--- config.mk ---
export PLATFORM = sky130hd
export DESIGN_NAME = vector_packer_1x20
export DESIGN_NICKNAME = d
export VERILOG_FILES = /design/src/rtl/vector_packer_1x20.sv
export SDC_FILE = /design/constraint.sdc
export NUM_CORES = 2
export LEC_CHECK = 0
export BUFFER_PORTS_ARGS = -buffer_cell sky130_fd_sc_hd__buf_2
export CORE_MARGIN = 5
export CORE_UTILIZATION = 48
export DETAILED_ROUTE_END_ITERATION = 8
export PLACE_DENSITY_LB_ADDON = 0.1
export SETUP_SLACK_MARGIN = 0.4
export SLEW_MARGIN = 20
export SYNTH_ARGS = -nofsm -noshare
export SYNTH_HDL_FRONTEND = slang
export SYNTH_SLANG_ARGS = --single-unit
--- constraint.sdc ---
create_clock -name clk -period 6.31 [get_ports clk]
set_input_delay 1.262 -clock clk [delete_from_list [all_inputs] [get_ports clk]]
set_output_delay 1.262 -clock clk [all_outputs]
set_load 0.05 [all_outputs]
--- src/rtl/vector_packer_1x20.sv ---
`timescale 1ns/1ps
`default_nettype none
// ============================================================================
// vector_packer_1x20 : packs a valid/ready element stream into MSB-first vectors
// Revision 1.0
// ============================================================================
module vector_packer_1x20 #(
  parameter int VEC_SIZE  = 20,
  parameter int BW        = 32,
  parameter int FRAC_BITS = 20
) (
  input  logic                        clk,
  input  logic                        rst,
  input  logic [BW-1:0]               s_data,
  input  logic                        s_valid,
  output logic                        s_ready,
  input  logic                        s_last,
  output logic [VEC_SIZE*BW-1:0]      vec_bus,
  output logic                        vec_valid,
  input  logic                        vec_ready,
  output logic                        frame_err,
  output logic [$clog2(VEC_SIZE)-1:0] elem_count
);

  localparam int            CW   = $clog2(VEC_SIZE);
  localparam logic [CW-1:0] LAST = CW'(VEC_SIZE - 1);

  // Data is copied bit-exact; the fractional split only has to fit in an element.
  if (FRAC_BITS >= BW) begin : g_frac_bits_exceed_width
  end

  logic [VEC_SIZE*BW-1:0] fill;
  logic [VEC_SIZE*BW-1:0] merged;
  logic [CW-1:0]          cnt;
  logic                   fill_full;
  logic                   in_xfer;
  logic                   out_free;

  assign s_ready    = !fill_full && !rst;
  assign in_xfer    = s_valid && s_ready;
  assign out_free   = !vec_valid || vec_ready;
  assign elem_count = cnt;

  // Fill buffer with the incoming element dropped into slot cnt (slot 0 in the MSBs).
  always_comb begin
    merged = fill;
    for (int i = 0; i < VEC_SIZE; i++) begin
      if (cnt == CW'(i)) begin
        merged[(VEC_SIZE-1-i)*BW +: BW] = s_data;
      end
    end
  end

  always_ff @(posedge clk) begin
    if (rst) begin
      fill      <= '0;
      cnt       <= '0;
      fill_full <= 1'b0;
      vec_bus   <= '0;
      vec_valid <= 1'b0;
      frame_err <= 1'b0;
    end else begin
      frame_err <= 1'b0;
      if (vec_valid && vec_ready) begin
        vec_valid <= 1'b0;
      end
      // A held vector moves out as soon as the output register frees up.
      if (fill_full && out_free) begin
        vec_bus   <= fill;
        vec_valid <= 1'b1;
        fill_full <= 1'b0;
      end
      // in_xfer implies !fill_full, so this never collides with the move above.
      if (in_xfer) begin
        if (cnt != LAST) begin
          if (s_last) begin
            frame_err <= 1'b1;
            cnt       <= '0;
          end else begin
            fill <= merged;
            cnt  <= cnt + CW'(1);
          end
        end else begin
          cnt <= '0;
          if (!s_last) begin
            frame_err <= 1'b1;
          end else if (out_free) begin
            vec_bus   <= merged;
            vec_valid <= 1'b1;
          end else begin
            fill      <= merged;
            fill_full <= 1'b1;
          end
        end
      end
    end
  end

endmodule
`default_nettype wire

Word-level counts from Yosys, hierarchy flattened --
Index checks and enable logic that the tools add are counted.
Operators by class: bitwise operators 1, $add $sub $neg 1, equal/unequal tests 22, mux-type cells 45, reduce and logical (&&, ||, !) cells 12
Operators with widths (count):
- 640-bit 2-to-1 mux | 9
- 32-bit 2-to-1 mux | 20
- 5-bit by 4-bit equality test with 1-bit output (second input constant) | 8
- 5-bit by 3-bit equality test with 1-bit output (second input constant) | 4
- 5-bit equality test (second input constant) | 4
- 1-bit 2-to-1 mux | 14
- 5-bit by 2-bit equality test with 1-bit output (second input constant) | 2
- 5-bit 2-to-1 mux | 2
- 5-bit by 1-bit adder with 5-bit output (second input constant) | 1
- 5-bit by 1-bit equality test with 1-bit output (second input constant) | 1
- 5-bit logical NOT | 1
- 5-bit inequality test (second input constant) | 1
- 1-bit logical AND | 4
- 4-bit AND reduction | 1
- 1-bit logical NOT | 3
- 2-bit by 1-bit inequality test with 1-bit output (second input constant) | 1
- 2-bit inequality test (second input constant) | 1
- 2-bit nonzero test | 1
- 2-bit OR reduction | 1
- 1-bit logical OR | 1
- 1-bit inverter | 1
Word-level totals: bits in registers 1288, bits of input ports 37, output and inout port bits 648, word-level logic and storage cells 87

Depth between registers and ports, before layout --
depth after elaboration 8, mapped depth 10, depth with buffers taken out 7

Worst setup path after synthesis --
No wires, ideal clock.
path type input -> output, from input port rst, to output port s_ready, arrival time 2642 ps, setup slack 2406 ps, stages 5, data required time 5048 ps, path buffers 4, cell sequence clkbuf_1 clkbuf_1 clkbuf_1 clkbuf_1 nor2_1
Between the ends: longest elaborated chain between the ends 2
Ends and longest elaborated chain:
- start, declared | RTL line 13 | input logic rst,
- 1-bit logical NOT | RTL line 39 | assign s_ready = !fill_full && !rst;
- 1-bit logical AND | RTL line 39
- end, declared | RTL line 16 | output logic s_ready,
No other way between the ends.

Worst setup path in the final report --
Ends and elaborated chain as after synthesis.

==> results.py <==
metrics = {
    "global_route": {
        "grt_max_degree": 228,
        "antenna_found_initial": 6,
        "grt_pass1_vias": 53061,
        "grt_pass1_wl_um": 356000,
        "track_usage_pct": 33.8,
        "grt_overflow": 0,
    },
    "pwr": {
        "sw_frac_of_total_pct": 24.4,
        "p_sw_mw": 4.35,
        "cellLeakagePower_nw": 27.8,
        "comb_power_share_pct": 4.8,
        "power-per-cell-area_nw_per_um2": 256,
        "p_int_mw": 13.5,
        "p_seq_share_pct": 46.2,
        "p_clk_share_pct": 49.1,
        "ir_drop_mv": 0.274,
    },
    "detailed_routing": {
        "drt_iter0_markers": 6734,
        "dr_total_vias": 57971,
        "viasPerCell": 6.58,
        "drt-total-wl_um": 243000,
        "wl_per_cell_um": 27.5,
        "postRouteAntennaNets": 0,
        "route.detailed.drc": 0,
        "first_pass_iters": 8,
    },
    "critical_path": {
        "cp-end-kind": "output pin",
        "worstPathRequired_ns": 5.05,
        "regToRegSetupSlack_ns": 2.31,
        "arrival_ns": 3.03,
        "path_class": "in -> out",
        "start_kind": "primary input",
        "cp_max_fo": 119,
    },
    "timing": {
        "setup_viol": 0,
        "rsz0062_at_grt": "false",
        "post-route-period-util_pct": 68.1,
        "timing.hold.ws_ns": 0.449,
        "min_period_ns": 4.29,
        "drv_slew": 0,
        "slew_headroom_pct": 18.4,
        "max_freq_mhz": 233,
        "clock_skew_ns": 0.0271,
        "hold_viol": 0,
        "worst_pin_slew_ns": 1.22,
        "fin_tns_setup_ns": 0,
    },
    "floorplanning": {
        "rows": 131,
        "dieArea_um2": 135000,
        "fp.coreArea_um2": 127000,
        "io_pins": 685,
        "die_y_um": 367,
        "initial_core_util_pct": 48.1,
        "die_x_um": 367,
    },
    "synthesis": {
        "async_reset_ff_share_pct": 0,
        "synth_top_area_share_pct": 42.1,
        "ys_seq_area_share_pct": 42.1,
        "syn_area_um2": 61200,
        "yosys.area.top_type": "dfxtp_1",
        "synth_top_flop_cell": "dfxtp_1",
        "ys_warn_count": 0,
        "ys_ff_latch": 1288,
        "synthCells": 6967,
        "synth_edf_count": 0,
        "syn-num-nets": 7009,
        "syn_area_per_cell_um2": 8.79,
        "yosys-top-cells-area": "dfxtp_1, mux2i_1, a211oi_1, a21oi_1, o21ai_0",
        "ys_types": 53,
    },
    "clocking": {
        "cts_tree": "done",
        "cts_sinks": 1288,
        "cts_max_path_buffers": 3,
        "postCtsSetupRepairBufs": 0,
        "cts_hold_buf": 0,
        "cts-buffers-inserted": 147,
        "root_buffer": "clkbuf_16",
        "clk_latency_ns": 0.79,
        "cts_resized": 0,
        "cts_max_level": 4,
        "clkTransAtPathRegs_ns": 0.06,
    },
    "final_layout": {
        "drive_gt1_share_pct": 17.4,
        "seqCellArea_um2": 25800,
        "final_cell_mix": "dfxtp_1, a21oi_1, mux2i_1, a211oi_1, buf_2",
        "multi_input_area_um2": 32000,
        "final_cell_count_no_fill": 8813,
        "area_delta_synth_final_pct": 13.7,
        "fillCellCount": 11533,
        "final_common_cell": "dfxtp_1",
        "fin_util_pct": 54.7,
        "fin_nets": 7070,
    },
    "flow_run": {
        "cap_violations": 0,
    },
    "placement": {
        "dpl.hpwl_um": 134000,
        "portBuffers": 684,
        "place_inst": 8541,
        "gp_congestion": 0.806,
    },
    "status": {
        "status": "completed",
    },
    "min_path": {
        "hp-class": "reg -> reg",
    },
}
power groups by stage:
stage	sequential, mW	combinational [mW]	clock [mW]
final	8.23	0.851	8.74
after global routing	8.23	0.875	9.18
after CTS	8.23	0.829	8.83
after detailed placement	8.40	0.828	0
after global placement	8.40	0.823	0
after floorplan	8.40	0.474	0
routing by layer:
layer | GRT usage (%) | vias up | part of all wire [%]
met5 | 0 | - | 0
met4 | 15.2 | 0 | 4.9
met3 | 8.46 | 445 | 9.7
met2 | 50.3 | 2686 | 44
met1 | 46.4 | 28739 | 42
li1 | - | 26101 | -
worst max-delay path: stages:
cell,delay (ns)
buf_8,0.54
buf_4,0.67
nor2_1,0.13
buf_2,0.25
stage by stage:
step	total power, mW	worst slack, ns	instance area [um2]
finish	17.8	2.02	69600
detailed placement	9.23	1.81	64700
CTS	17.9	2.08	69600
global placement	9.23	1.91	64700
global route	18.3	1.98	69600
floorplan	8.87	2.41	61200
sequential cells by signal, indices dropped and copies added (netlist names):
name        flops
vec_bus       640
elem_count      5
fill          640
fill_full       1
vec_valid       1
frame_err       1
Yosys cell counts (2+ instances only):
| master | count |
|---|---|
| nor4b_4 | 2 |
| nand4bb_1 | 2 |
| mux2_1 | 4 |
| nand4_1 | 25 |
| nand2_1 | 251 |
| nand3_1 | 425 |
| o21ai_0 | 623 |
| buf_4 | 18 |
| a22oi_1 | 19 |
| a211o_1 | 209 |
| ha_1 | 5 |
| clkbuf_1 | 674 |
| o21ai_1 | 10 |
| a31o_2 | 18 |
| buf_6 | 7 |
| a211oi_1 | 700 |
| inv_1 | 4 |
| a31oi_1 | 7 |
| and3_1 | 383 |
| nor2_1 | 234 |
| nand2b_1 | 26 |
| nor4bb_1 | 10 |
| buf_2 | 165 |
| mux2i_1 | 721 |
| nor4b_1 | 2 |
| nor4_1 | 12 |
| or2_2 | 3 |
| and2_1 | 11 |
| buf_1 | 35 |
| o22ai_1 | 17 |
| a21oi_1 | 779 |
| mux2_2 | 136 |
| and2_0 | 2 |
| nand4b_1 | 3 |
| dfxtp_1 | 1288 |
| a221oi_1 | 120 |
final timing paths:
check,startpoint,end,cells past startpoint
hold reg to reg,fill[9],fill[9],2
setup / recovery,rst,s_ready,4
hold / removal,fill[9],fill[9],2
setup reg to reg,elem_count[0],vec_bus[324],8
logic make-up after synthesis:
family,share of synthesized area [%]
compound gates,25.6
fa+ha+maj,0.102
buf+inv,6.09
flops,42.1
mux,14.4
simple gates,11.7
final cells by class:
class	instances	share of cell area, %
diodes	6	0.0216
clock buffers	222	6.35
clock inverters	44	0.705
inverters	4	0.0216
multi-input cells	4774	46.0
flip-flops and latches	1288	37.1
well taps	1662	2.99
repair buffers	813	6.85
Power figures use the tool's default switching activity.
